[config.mk]
export PLATFORM = sky130hd
export DESIGN_NAME = pc_sequencer
export DESIGN_NICKNAME = d
export VERILOG_FILES = /design/src/rtl/pc_sequencer_pkg.sv /design/src/rtl/pc_hist_pipe.sv /design/src/rtl/pc_sequencer.sv
export SDC_FILE = /design/constraint.sdc
export NUM_CORES = 1
export LEC_CHECK = 0
export CAP_MARGIN = 10
export CORE_ASPECT_RATIO = 1.4
export CORE_UTILIZATION = 30
export DETAILED_ROUTE_END_ITERATION = 8
export SLEW_MARGIN = 20
export SYNTH_ARGS = -nofsm -noshare
export SYNTH_HDL_FRONTEND = slang
export SYNTH_SLANG_ARGS = --single-unit
export TNS_END_PERCENT = 5
[constraint.sdc]
create_clock -name clk -period 24.4 [get_ports clk]
set_input_delay 7.32 -clock clk [delete_from_list [all_inputs] [get_ports clk]]
set_output_delay 7.32 -clock clk [all_outputs]
set_load 0.1 [all_outputs]
[src/rtl/pc_sequencer_pkg.sv]
// rtl/pc_sequencer_pkg.sv - shared fetch FSM encodings, reset PC default and offset sign-extension
package pc_sequencer_pkg;

   typedef enum logic [1:0] {
      ST_IDLE    = 2'd0,
      ST_FETCH   = 2'd1,
      ST_DISCARD = 2'd2
   } fetch_state_t;

   localparam logic [31:0] DEFAULT_RESET_PC = 32'h0000_0000;

   // Wide result so callers can truncate to any PC width.
   function automatic logic [63:0] sext16(input logic [15:0] v);
      return {{48{v[15]}}, v};
   endfunction

endpackage

[src/rtl/pc_hist_pipe.sv]
// rtl/pc_hist_pipe.sv - shift register of {valid,pc} tracking fetched instructions up to branch resolution
module pc_hist_pipe #(
   parameter int DEPTH = 2,
   parameter int PC_W  = 32
) (
   input  logic            clk,
   input  logic            rst,
   input  logic            shift,
   input  logic            clear,
   input  logic            in_valid,
   input  logic [PC_W-1:0] in_pc,
   output logic            out_valid,
   output logic [PC_W-1:0] out_pc
);

   logic [DEPTH-1:0] valid_q;
   logic [PC_W-1:0]  pc_q [DEPTH];

   // Clear only kills valid bits; stale PCs are harmless behind them.
   always_ff @(posedge clk or posedge rst) begin
      if (rst) begin
         valid_q <= '0;
         for (int i = 0; i < DEPTH; i++) pc_q[i] <= '0;
      end else if (clear) begin
         valid_q <= '0;
      end else if (shift) begin
         valid_q[0] <= in_valid;
         pc_q[0]    <= in_pc;
         for (int i = 1; i < DEPTH; i++) begin
            valid_q[i] <= valid_q[i-1];
            pc_q[i]    <= pc_q[i-1];
         end
      end
   end

   assign out_valid = valid_q[DEPTH-1];
   assign out_pc    = pc_q[DEPTH-1];

endmodule

[src/rtl/pc_sequencer.sv]
// rtl/pc_sequencer.sv - PC register, imem req/ack fetch FSM, skid buffer and branch redirect
module pc_sequencer
   import pc_sequencer_pkg::*;
#(
   parameter int              PC_W       = 32,
   parameter int              INSTR_W    = 32,
   parameter int              BRANCH_LAT = 2,
   parameter logic [PC_W-1:0] RESET_PC   = PC_W'(DEFAULT_RESET_PC)
) (
   input  logic               clk,
   input  logic               rst,
   input  logic               stall,
   input  logic               branch,
   input  logic [15:0]        offset_in,
   output logic               imem_req,
   output logic [PC_W-1:0]    imem_addr,
   input  logic               imem_ack,
   input  logic [INSTR_W-1:0] imem_rdata,
   output logic [INSTR_W-1:0] instr,
   output logic               fetch_valid,
   output logic [PC_W-1:0]    pc_ex,
   output logic [PC_W-1:0]    link_addr,
   output logic               flush
);

   fetch_state_t       state_q, state_d;
   logic [PC_W-1:0]    pc_q, pc_d, addr_d, target, fire_pc, skid_pc_q;
   logic               req_d, accept, ack_take, launch, hist_valid, fire;
   logic               skid_valid_q;
   logic [INSTR_W-1:0] skid_data_q;

   assign target    = pc_ex + PC_W'(sext16(offset_in));
   assign link_addr = pc_ex + PC_W'(1);
   assign accept    = branch && !stall && hist_valid;

   always_ff @(posedge clk or posedge rst) begin
      if (rst) state_q <= ST_IDLE;
      else     state_q <= state_d;
   end

   always_comb begin
      state_d  = state_q;
      pc_d     = pc_q;
      req_d    = imem_req;
      addr_d   = imem_addr;
      ack_take = 1'b0;
      launch   = 1'b0;
      case (state_q)
         ST_IDLE: state_d = ST_FETCH;
         ST_FETCH: begin
            ack_take = imem_req && imem_ack && !accept;
            if (accept)        pc_d = target;
            else if (ack_take) pc_d = pc_q + PC_W'(1);
            if (imem_req && imem_ack) req_d = 1'b0;
            // Skid drop on accept frees the slot for the target fetch immediately.
            launch = (!imem_req || imem_ack) && !stall && (!skid_valid_q || accept);
            if (accept && imem_req && !imem_ack) state_d = ST_DISCARD;
         end
         ST_DISCARD: begin
            if (imem_ack) begin
               req_d   = 1'b0;
               state_d = ST_FETCH;
               launch  = !stall;
            end
         end
         default: state_d = ST_IDLE;
      endcase
      if (launch) begin
         req_d  = 1'b1;
         addr_d = pc_d;
      end
   end

   assign fire    = !accept && !stall && (skid_valid_q || ack_take);
   assign fire_pc = skid_valid_q ? skid_pc_q : imem_addr;

   always_ff @(posedge clk or posedge rst) begin
      if (rst) begin
         pc_q         <= RESET_PC;
         imem_req     <= 1'b0;
         imem_addr    <= RESET_PC;
         instr        <= '0;
         fetch_valid  <= 1'b0;
         flush        <= 1'b0;
         skid_valid_q <= 1'b0;
         skid_data_q  <= '0;
         skid_pc_q    <= '0;
      end else begin
         pc_q        <= pc_d;
         imem_req    <= req_d;
         imem_addr   <= addr_d;
         flush       <= accept;
         fetch_valid <= 1'b0;
         if (accept) begin
            skid_valid_q <= 1'b0;
         end else if (!stall && skid_valid_q) begin
            instr        <= skid_data_q;
            fetch_valid  <= 1'b1;
            skid_valid_q <= 1'b0;
         end else if (ack_take && !stall) begin
            instr       <= imem_rdata;
            fetch_valid <= 1'b1;
         end else if (ack_take) begin
            skid_valid_q <= 1'b1;
            skid_data_q  <= imem_rdata;
            skid_pc_q    <= imem_addr;
         end
      end
   end

   pc_hist_pipe #(
      .DEPTH (BRANCH_LAT),
      .PC_W  (PC_W)
   ) u_hist (
      .clk       (clk),
      .rst       (rst),
      .shift     (!stall),
      .clear     (accept),
      .in_valid  (fire),
      .in_pc     (fire_pc),
      .out_valid (hist_valid),
      .out_pc    (pc_ex)
   );

endmodule

# Word-level counts from Yosys, hierarchy flattened
# Index checks and enable logic that the tools add are counted.
dict set report op_classes {
  bitwise 4
  reduce_logical 30
  eq_ne 8
  mux 25
  n_addsub 3
}
# op count
set op_table {}
lappend op_table {{two-way mux 32 bit} 6}
lappend op_table {{adder 32 x 1 -> 32 bit, second input constant} 2}
lappend op_table {{adder 32 bit} 1}
lappend op_table {{logical AND 1 bit} 12}
lappend op_table {{two-way mux 1 bit} 12}
lappend op_table {{!= test 3 bit, second input constant} 3}
lappend op_table {{two-way mux 2 bit} 4}
lappend op_table {{AND reduction 2 bit} 4}
lappend op_table {{case mux 2 bit (3 select lines)} 1}
lappend op_table {{nonzero test 3 bit} 2}
lappend op_table {{logical NOT 1 bit} 5}
lappend op_table {{!= test 2 bit, second input constant} 2}
lappend op_table {{inverter 1 bit} 4}
lappend op_table {{case mux 1 bit (2 select lines)} 2}
lappend op_table {{AND reduction 4 bit} 1}
lappend op_table {{logical OR 1 bit} 3}
lappend op_table {{AND reduction 3 bit} 1}
lappend op_table {{equality test 2 x 1 -> 1 bit, second input constant} 1}
lappend op_table {{equality test 2 bit, second input constant} 1}
lappend op_table {{logical NOT 2 bit} 1}
lappend op_table {{!= test 2 x 1 -> 1 bit, second input constant} 1}
lappend op_table {{nonzero test 2 bit} 1}
dict set report totals {
  in_bits 53
  elab_cells 83
  ff_bits 232
  output_inout_bits 131
}

# Longest topological paths before layout
# Gate-level depths: netlist of the first run.
dict set report depth {
  ltp_word 10
  mapped_depth 11
  depth_no_buf 9
}

# By module
# A second synthesis of the first run with hierarchy kept.
dict set report unflattened {
  hier_cells 1191
  hier_area_um2 12957.4
}
# module area_per_inst_um2 seq_area_each_um2 cells_per_inst n_inst
set by_module_without_submodules {}
lappend by_module_without_submodules {pc_sequencer 9934.5 4154.0 1016 1}
lappend by_module_without_submodules {pc_hist_pipe 3022.9 1651.6 175 1}

# Worst setup path before layout of the first run
# No wires, ideal clock.
dict set report synth_timing {
  kind {reg-to-output}
  startpoint {register u_hist.pc_q, in the netlist u_hist.out_pc[1]}
  endpoint {output port link_addr[26]}
  path_slack_ns 13.790
  t_arrival_ns 3.290
  t_required_ns 17.080
  stages_incl_launch_ff 9
  n_path_buf 0
  path_cell_list {dfrtp_1 -> ha_1 -> nand2_1 -> nor4_1 -> and3_1 -> nand3_1 -> nor2_1 -> nand2_1 -> xnor2_1}
}
dict set report synth_via {
  elab_chain_len 1
}
# item line_no
set synth_rtl {}
lappend synth_rtl {{start: declaration} pc_hist_pipe.sv:17} ;# logic [PC_W-1:0] pc_q [DEPTH];
lappend synth_rtl {{start signal: indexed assignment} pc_hist_pipe.sv:31} ;# pc_q[i] <= pc_q[i-1];
lappend synth_rtl {{adder 32 x 1 -> 32 bit} pc_sequencer.sv:33} ;# assign link_addr = pc_ex + PC_W'(1);
lappend synth_rtl {{end: declaration} pc_sequencer.sv:22} ;# output logic [PC_W-1:0] link_addr,
# No other way between the ends.

# Worst setup path after layout of the first run
# Ends and elaborated chain as after synthesis.

==> flow_summary.toml, run 1 <==
[critical_path]
slowest_delay_ps = 1150
ff2ff_path_depth = 8
crit_slowest_cell = "clkdlybuf4s50_1"
worstPathCellList = "ha_1, nand2_1, nor4_1, and3_1, nand3_1, nor2_1, nand2_1, xnor2_1, clkdlybuf4s50_1"
worstPathMaxFanout = 6
endpoint_kind = "output pin"
criticalPathCategory = "reg2out"
required_ps = 17080
cp.arrival_ps = 4280
path_common_cell = "nand2_1"
start_kind = "register"

[clocking]
cts-resized-gates = 0
cts_max_level = 1
cts.clk_slew.worst_paths_ps = 60
cts-root-buf = "clkbuf_16"
clock-sinks = 232
clock_path_buffers = 3
clk_latency_ps = 540
numCtsBuffers = 25
hold_buffers = 0
cts_setup_buffers = 0
cts_tree = "yes"

[logic_synthesis]
yosysSeqAreaShare_pct = 45.7
synth_nets = 1342
synth.cell_area_mm2 = 0.0127
ys_ff_latch = 232
avgSynthCellArea_um2 = 10.1
synth_cell_types = 77
yosys_warnings = 0
synth_edf_count = 0
synth_cells = 1252
yosys_most_used_dff = "dfrtp_1"
postSynth.asyncResetShare_pct = 100

[floorplan]
fp.dieW_um = 176
rows = 88
fp.dieArea_mm2 = 0.0431
core_area_mm2 = 0.0415
ios = 184
start_util_pct = 30.6
die_h_um = 245

[global_routing]
grt_usage_pct = 16.5
grt_antenna_before_repair = 2
grt_remaining_overflow = 0
grt_pass1_wl_um = 56100
grt_pass1_vias = 9999
grt_start_max_net_pins = 97

[detailed_routing]
drt_iter0_markers = 513
drcViolationCount = 0
wl_um = 35600
wl_per_cell_um = 18.3
viasPerCell = 5.15
first_pass_iters = 5
vias = 10000
final_antenna_net_count = 0

[timing]
fin_worst_skew_ps = 12.6
worst_pin_slew_ps = 1050
rsz0062_at_grt = "false"
maxSlewHeadroom_pct = 29.5
setup_tns_ps = 0
timing.final.ws_setup_ps = 12800
setup_viol = 0
fin_crit_sh_pct = 47.5
final_hold_viol_count = 0
maxSlewViolCount = 0
fmax_mhz = 86.2
period_minus_slack_ps = 11600

[cells_and_area]
layout_common_cells = "dfrtp_1 (231), clkdlybuf4s50_1 (183), nor2_1 (126), a21oi_1 (123), mux2_2 (110)"
drive_gt1_share_pct = 13.6
areaGrowthSynthToFinish_pct = 23.5
fillCellCount = 4127
regArea_mm2 = 0.00581
layout.nets = 1472
multi_input_area_mm2 = 0.00638
layout_commonest_cell = "dfrtp_1"

[placement]
place_ws_ps = 13310
hpwl_um = 25300
port_buffers = 183
place.gp.congestion = 0.854

[outcome]
status = "finished clean"

[worst_hold_path]
holdPathStages = 1
holdCritPathClass = "reg2reg"

[run]
drv_cap = 0
==> flip-flops by register name (all words and copies together), names as in the netlist <==
signal,count
fetch_valid,1
flush,1
imem_addr,32
imem_req,1
instr,32
pc_q,32
skid_data_q,32
skid_pc_q,32
skid_valid_q,1
state_q,2
u_hist.out_pc,32
u_hist.pc_q,32
u_hist.valid_q,2
==> cells in the mapped netlist, types with 8 or more instances <==
cell	n	area, um^2
nor4_1	8	50.1
buf_4	33	248
a211oi_1	9	67.6
nor2_1	126	473
a21o_1	20	150
xnor2_1	32	280
o31ai_1	10	75.1
ha_1	36	450
and3_1	21	131
inv_1	14	52.6
dfrtp_1	232	5810
mux2_2	110	1240
o21ai_0	48	240
or3_1	9	56.3
nand3_1	42	210
nor3_1	17	85.1
clkbuf_1	52	195
o22ai_1	11	68.8
mux2i_1	72	721
nand4_1	10	62.6
a21oi_1	124	621
xor2_1	13	114
nand2_1	89	334
==> critical path: cells and delay by family, from the launching register on <==
| family | cells | cell delay (ps) |
|---|---|---|
| flops | 1 | 460 |
| buf+inv | 1 | 1150 |
| xor+xnor | 1 | 160 |
| fa+ha+maj | 1 | 250 |
| simple gates | 6 | 1710 |
==> logic make-up after synthesis <==
logic type / share of synthesized area [%]
adders and majority gates: 3.71
buffers and inverters: 4.29
and+or+nand+nor: 13.3
DFF: 45.7
AOI/OAI and AO/OA: 14.4
xor gates and xnor gates: 3.11
muxes: 15.4
==> cell type report <==
| class | count | share of cell area [%] |
|---|---|---|
| Timing Repair Buffer | 196 | 12.3 |
| Sequential cell | 232 | 37.0 |
| Clock inverter | 11 | 0.590 |
| Clock buffer | 35 | 4.61 |
| Inverter | 15 | 0.407 |
| Tap cell | 540 | 4.31 |
| Antenna cell | 1 | 0.0160 |
| Multi-Input combinational cell | 912 | 40.7 |
==> metrics by stage <==
stage / cells / utilization (%) / hold slack (ps) / instance area [um^2]
after floorplan: 1252 / - / 451 / 12700
final: 1942 / 37.8 / 481 / 15700
after CTS: 1941 / 37.8 / 487 / 15700
after detailed placement: 1895 / 35.8 / 473 / 14900
after global routing: 1941 / 37.8 / 496 / 15700
after global placement: 1895 / 35.8 / 465 / 14900
==> layer usage <==
layer	share of wire [%]	routed length, um	track usage [%]	vias up
li1	-	-	-	4789
met1	41	14500	19.5	4889
met2	52	18400	29.7	262
met3	4.8	1690	2.91	58
met4	2.8	1020	5.83	2
met5	0.036	13	0	-
==> path summary, 6_finish.rpt <==
| kind | slack [ps] | from | endpoint |
|---|---|---|---|
| setup / recovery | 12800 | u_hist.out_pc[1]$_DFFE_PP0P_ | link_addr[26] |
| hold / removal | 480 | u_hist.valid_q[0]$_DFFE_PP0P_ | u_hist.valid_q[0]$_DFFE_PP0P_ |
| setup reg to reg | 21060 | u_hist.out_pc[4]$_DFFE_PP0P_ | imem_addr[31]$_DFFE_PP0P_ |
| hold reg to reg | 480 | u_hist.valid_q[0]$_DFFE_PP0P_ | u_hist.valid_q[0]$_DFFE_PP0P_ |
| max in group asynchronous | 15150 | rst | skid_pc_q[27]$_DFFE_PP0P_ |
| min in group asynchronous | 7310 | rst | skid_pc_q[7]$_DFFE_PP0P_ |
Power of run 1 is left out: the tool's default activity adds up to more than one toggle a clock period on the data nets, which glitch-free logic cannot reach.
==> run 2, diff against run 1 <==
- clock period: 24.4 -> 10.5 ns (I/O delays scaled with it)
==> run 2 against run 1 <==
  * Global-route usage is 0.085 points lower
  * Critical path type unchanged
  * Die area stayed put
  * Flip-flop and latch count stayed put
  * Sequential share of layout area is 0.12 points lower
  * Via count hardly changed
  * Hold slack worse by 1.7 ps
  * First-iteration DRC count is 21% higher
  * Register-to-register slack worse by 14000 ps
  * Worst setup slack worse by 9700 ps
  * Clock skew is 1.8 ps higher
  * Non-clock buffer count stayed put
==> flow_summary.toml, run 2 (synthesized netlist as in run 1, its figures left out) <==
[floorplan]
ios = 184
rows = 88
fp.dieArea_mm2 = 0.0431
core_area_mm2 = 0.0415
start_util_pct = 30.6
die_h_um = 245
fp.dieW_um = 176

[critical_path]
ff2ff_path_depth = 8
worstPathCellList = "nand3_1, nor4_1, and3_1, nand3_1, nor2_1, nand3_1, xnor2_1, clkdlybuf4s50_1"
worstPathMaxFanout = 7
crit_family = "simple AND/OR/NAND/NOR gates"
endpoint_kind = "output pin"
path_buf_inv = 1
criticalPathCategory = "reg2out"
required_ps = 7350
cp_num_cells = 8
slowest_delay_ps = 1140
cp.arrival_ps = 4200
path_common_cell = "nand3_1"
crit_slowest_cell = "clkdlybuf4s50_1"
start_kind = "register"

[clocking]
numCtsBuffers = 25
cts-root-buf = "clkbuf_16"
cts.clk_slew.worst_paths_ps = 60
cts_max_level = 1
cts-resized-gates = 0
clk_latency_ps = 530
cts_setup_buffers = 0
hold_buffers = 0
clock_path_buffers = 3
clock-sinks = 232
cts_tree = "yes"

[timing]
fin_worst_skew_ps = 14.4
maxSlewViolCount = 0
fin_crit_sh_pct = 70.0
fmax_mhz = 136
worst_pin_slew_ps = 1050
setup_tns_ps = 0
final_hold_viol_count = 0
setup_viol = 0
rsz0062_at_grt = "false"
maxSlewHeadroom_pct = 29.8
worst_hold_slack_ps = 479
period_minus_slack_ps = 7350

[global_routing]
grt_pass1_wl_um = 56000
grt_antenna_before_repair = 1
grt_usage_pct = 16.4
grt_start_max_net_pins = 132
grt_pass1_vias = 9844
grt_remaining_overflow = 0

[worst_hold_path]
holdCritPathClass = "reg2reg"
holdPathStages = 1

[cells_and_area]
drive_gt1_share_pct = 13.6
multi_input_area_mm2 = 0.00638
layout_common_cells = "dfrtp_1 (231), clkdlybuf4s50_1 (183), nor2_1 (126), a21oi_1 (123), mux2_2 (110)"
n_antenna_cell = 0
layout.nets = 1472
areaGrowthSynthToFinish_pct = 24.0
layout_commonest_cell = "dfrtp_1"
fillCellCount = 4122
regArea_mm2 = 0.00581

[detailed_routing]
wl_per_cell_um = 18.4
wl_um = 35600
final_antenna_net_count = 0
vias = 9999
drt_iter0_markers = 622
first_pass_iters = 7
viasPerCell = 5.16
drcViolationCount = 0

[placement]
port_buffers = 183
place.gp.congestion = 0.858
hpwl_um = 25400

[outcome]
status = "finished clean"

[run]
drv_cap = 0
## run 2: cell type report
class | count | share of cell area [%]
multi-input cells | 912 | 40.6
well taps | 540 | 4.29
repair buffers | 196 | 12.3
clock inverters | 11 | 1.01
inverters | 15 | 0.406
clock buffers | 33 | 4.55
flip-flops and latches | 232 | 36.9
## run 2: worst paths after layout
kind	startpoint	to	slack (ps)
max in group asynchronous	rst	skid_pc_q[26]$_DFFE_PP0P_	5860
min in group asynchronous	rst	skid_pc_q[4]$_DFFE_PP0P_	3210
max	u_hist.out_pc[2]$_DFFE_PP0P_	link_addr[27]	3150
min	u_hist.valid_q[0]$_DFFE_PP0P_	u_hist.valid_q[0]$_DFFE_PP0P_	480
min reg2reg	u_hist.valid_q[0]$_DFFE_PP0P_	u_hist.valid_q[0]$_DFFE_PP0P_	480
max reg2reg	u_hist.out_pc[4]$_DFFE_PP0P_	imem_addr[31]$_DFFE_PP0P_	7130
## run 2: per-stage QoR
stage          cell area, um^2  std cells  worst slack, ps  util (%)
3_5_place_dp             14900       1895             3650      35.8
6_report                 15700       1939             3150      37.9
4_1_cts                  15700       1939             3080      37.9
5_1_grt                  15700       1939             2820      37.9
3_3_place_gp             14900       1895             3680      35.8
2_1_floorplan            12700       1252              989         -
## run 2: layer usage
layer,up-vias,GRT usage [%],part of all wire (%)
met5,-,0,0.036
met1,4895,19.6,40
met2,254,29.9,52
met4,2,5.47,2.7
met3,60,2.38,4.4
li1,4788,-,-
Power of run 2 is left out for the same reason.
==> run 3, diff against run 2 <==
- clock period: 10.5 -> 6.5 ns (I/O delays scaled with it)
==> run 3 against run 2 <==
  * Flip-flop and latch count unchanged
  * Critical path depth fell by 2
  * Via count is 0.72% higher
  * Non-clock buffer count grew 2
  * Core utilization rose by 0.30 points
  * Register-to-register slack worse by 4300 ps
  * Worst setup slack lost 2400 ps
  * Clock skew up 5.8 ps
  * Wire length fell by 0.24%
  * Final area up 0.78%
  * Global-route usage barely moved
==> flow_summary.toml, run 3 (synthesized netlist as in run 1, its figures left out) <==
[clocking]
cts-resized-gates = 0
numCtsBuffers = 25
cts.clk_slew.worst_paths_ps = 60
cts-root-buf = "clkbuf_16"
clock_path_buffers = 3
cts_tree = "yes"
hold_buffers = 0
clock-sinks = 232
cts_max_level = 1
cts_setup_buffers = 0
clk_latency_ps = 540

[critical_path]
worstPathCellList = "ha_1, nand2_1, nor4_1, and3_1, xor2_1, clkdlybuf4s50_1"
crit_slowest_cell = "clkdlybuf4s50_1"
rrSetupSlack_ps = 2870
start_kind = "register"
cp.arrival_ps = 3790
worstPathMaxFanout = 5
required_ps = 4550
path_buf_inv = 1
r2r-end = "imem_addr[25]$_DFFE_PP0P_"
criticalPathCategory = "reg2out"
cp_num_cells = 6
regToRegStartpoint = "state_q[1]$_DFFE_PP0P_"
crit_family = "simple AND/OR/NAND/NOR gates"
critPathLaunch = "u_hist.out_pc[0]$_DFFE_PP0P_"
ff2ff_path_depth = 8
endpoint = "link_addr[14]"
endpoint_kind = "output pin"
slowest_delay_ps = 1140

[timing]
worst_pin_slew_ps = 1090
maxSlewViolCount = 0
rsz0062_at_grt = "false"
setup_tns_ps = 0
final_hold_viol_count = 0
fin_worst_skew_ps = 20.3
fmax_mhz = 174
fin_crit_sh_pct = 88.4
maxSlewHeadroom_pct = 26.7
setup_viol = 0
period_minus_slack_ps = 5740

[cells_and_area]
fin_util_pct = 38.2
layout.nets = 1474
drive_gt1_share_pct = 14.7
areaGrowthSynthToFinish_pct = 24.9
multi_input_area_mm2 = 0.00638
layout_common_cells = "dfrtp_1 (231), clkdlybuf4s50_1 (169), nor2_1 (126), a21oi_1 (123), mux2_2 (110)"
fillCellCount = 4039
n_antenna_cell = 0
regArea_mm2 = 0.00581
layout_commonest_cell = "dfrtp_1"

[floorplan]
start_util_pct = 30.6
fp.dieArea_mm2 = 0.0431
die_h_um = 245
fp.dieW_um = 176
ios = 184
core_area_mm2 = 0.0415
rows = 88

[run]
drv_cap = 0

[outcome]
status = "finished clean"

[detailed_routing]
final_antenna_net_count = 0
drt_iter0_markers = 517
top_layer_used = "met5"
first_pass_iters = 5
wl_per_cell_um = 18.3
vias = 10100
drcViolationCount = 0
wl_met1_um = 13900
wl_um = 35500
met3WireLength_um = 1960
wl_met2_um = 18200
viasPerCell = 5.19

[placement]
port_buffers = 183
hpwl_um = 25700
place.gp.congestion = 0.895

[global_routing]
grt_pass1_wl_um = 56100
grt_antenna_before_repair = 1
grt_remaining_overflow = 0
grt_pass1_vias = 10100
grt_usage_pct = 16.4
grt_start_max_net_pins = 76

[worst_hold_path]
holdCritPathClass = "reg2reg"
[run 3: cell types whose count changed in the layout (fill, tap and decap cells not counted), moves of 3 or more]
cell,delta
clkdlybuf4s50_1,-14
clkinvlp_4,+3
buf_4,+13
clkinv_2,-5
buf_12,+3
bufinv_16,+4
[run 3: stage by stage]
step,worst slack (ps),cell area (um^2),cells,hold slack (ps)
after floorplan,1260,12700,1252,451
after global placement,1240,14900,1897,463
after detailed placement,1160,14900,1897,474
after CTS,693,15900,1942,488
after global routing,540,15900,1942,512
final,756,15900,1942,483
[run 3: layer usage]
layer / up-vias / GRT usage (%)
li1: 4780 / -
met1: 4924 / 18.7
met2: 286 / 29.5
met3: 79 / 3.09
met4: 2 / 7.44
met5: - / 0
[run 3: how the worst min path moves through the flow]
stage,to,startpoint,depth (start not counted)
CTS,u_hist.valid_q[0]$_DFFE_PP0P_,u_hist.valid_q[0]$_DFFE_PP0P_,1
detailed placement,u_hist.valid_q[0]$_DFFE_PP0P_,u_hist.valid_q[0]$_DFFE_PP0P_,1
floorplan,u_hist.out_pc[0]$_DFFE_PP0P_,u_hist.pc_q[32]$_DFFE_PP0P_,2
global route,u_hist.out_pc[11]$_DFFE_PP0P_,u_hist.pc_q[43]$_DFFE_PP0P_,1
global placement,u_hist.out_pc[0]$_DFFE_PP0P_,u_hist.pc_q[32]$_DFFE_PP0P_,2
finish,u_hist.valid_q[0]$_DFFE_PP0P_,u_hist.valid_q[0]$_DFFE_PP0P_,1
[run 3: layout make-up]
cell class | instances | share of cell area, %
Clock buffer | 33 | 4.51
Clock inverter | 12 | 1.70
Inverter | 15 | 0.379
Multi-Input combinational cell | 912 | 40.2
Sequential cell | 232 | 36.6
Tap cell | 540 | 4.26
Timing Repair Buffer | 198 | 12.3
Power of run 3 is left out for the same reason.
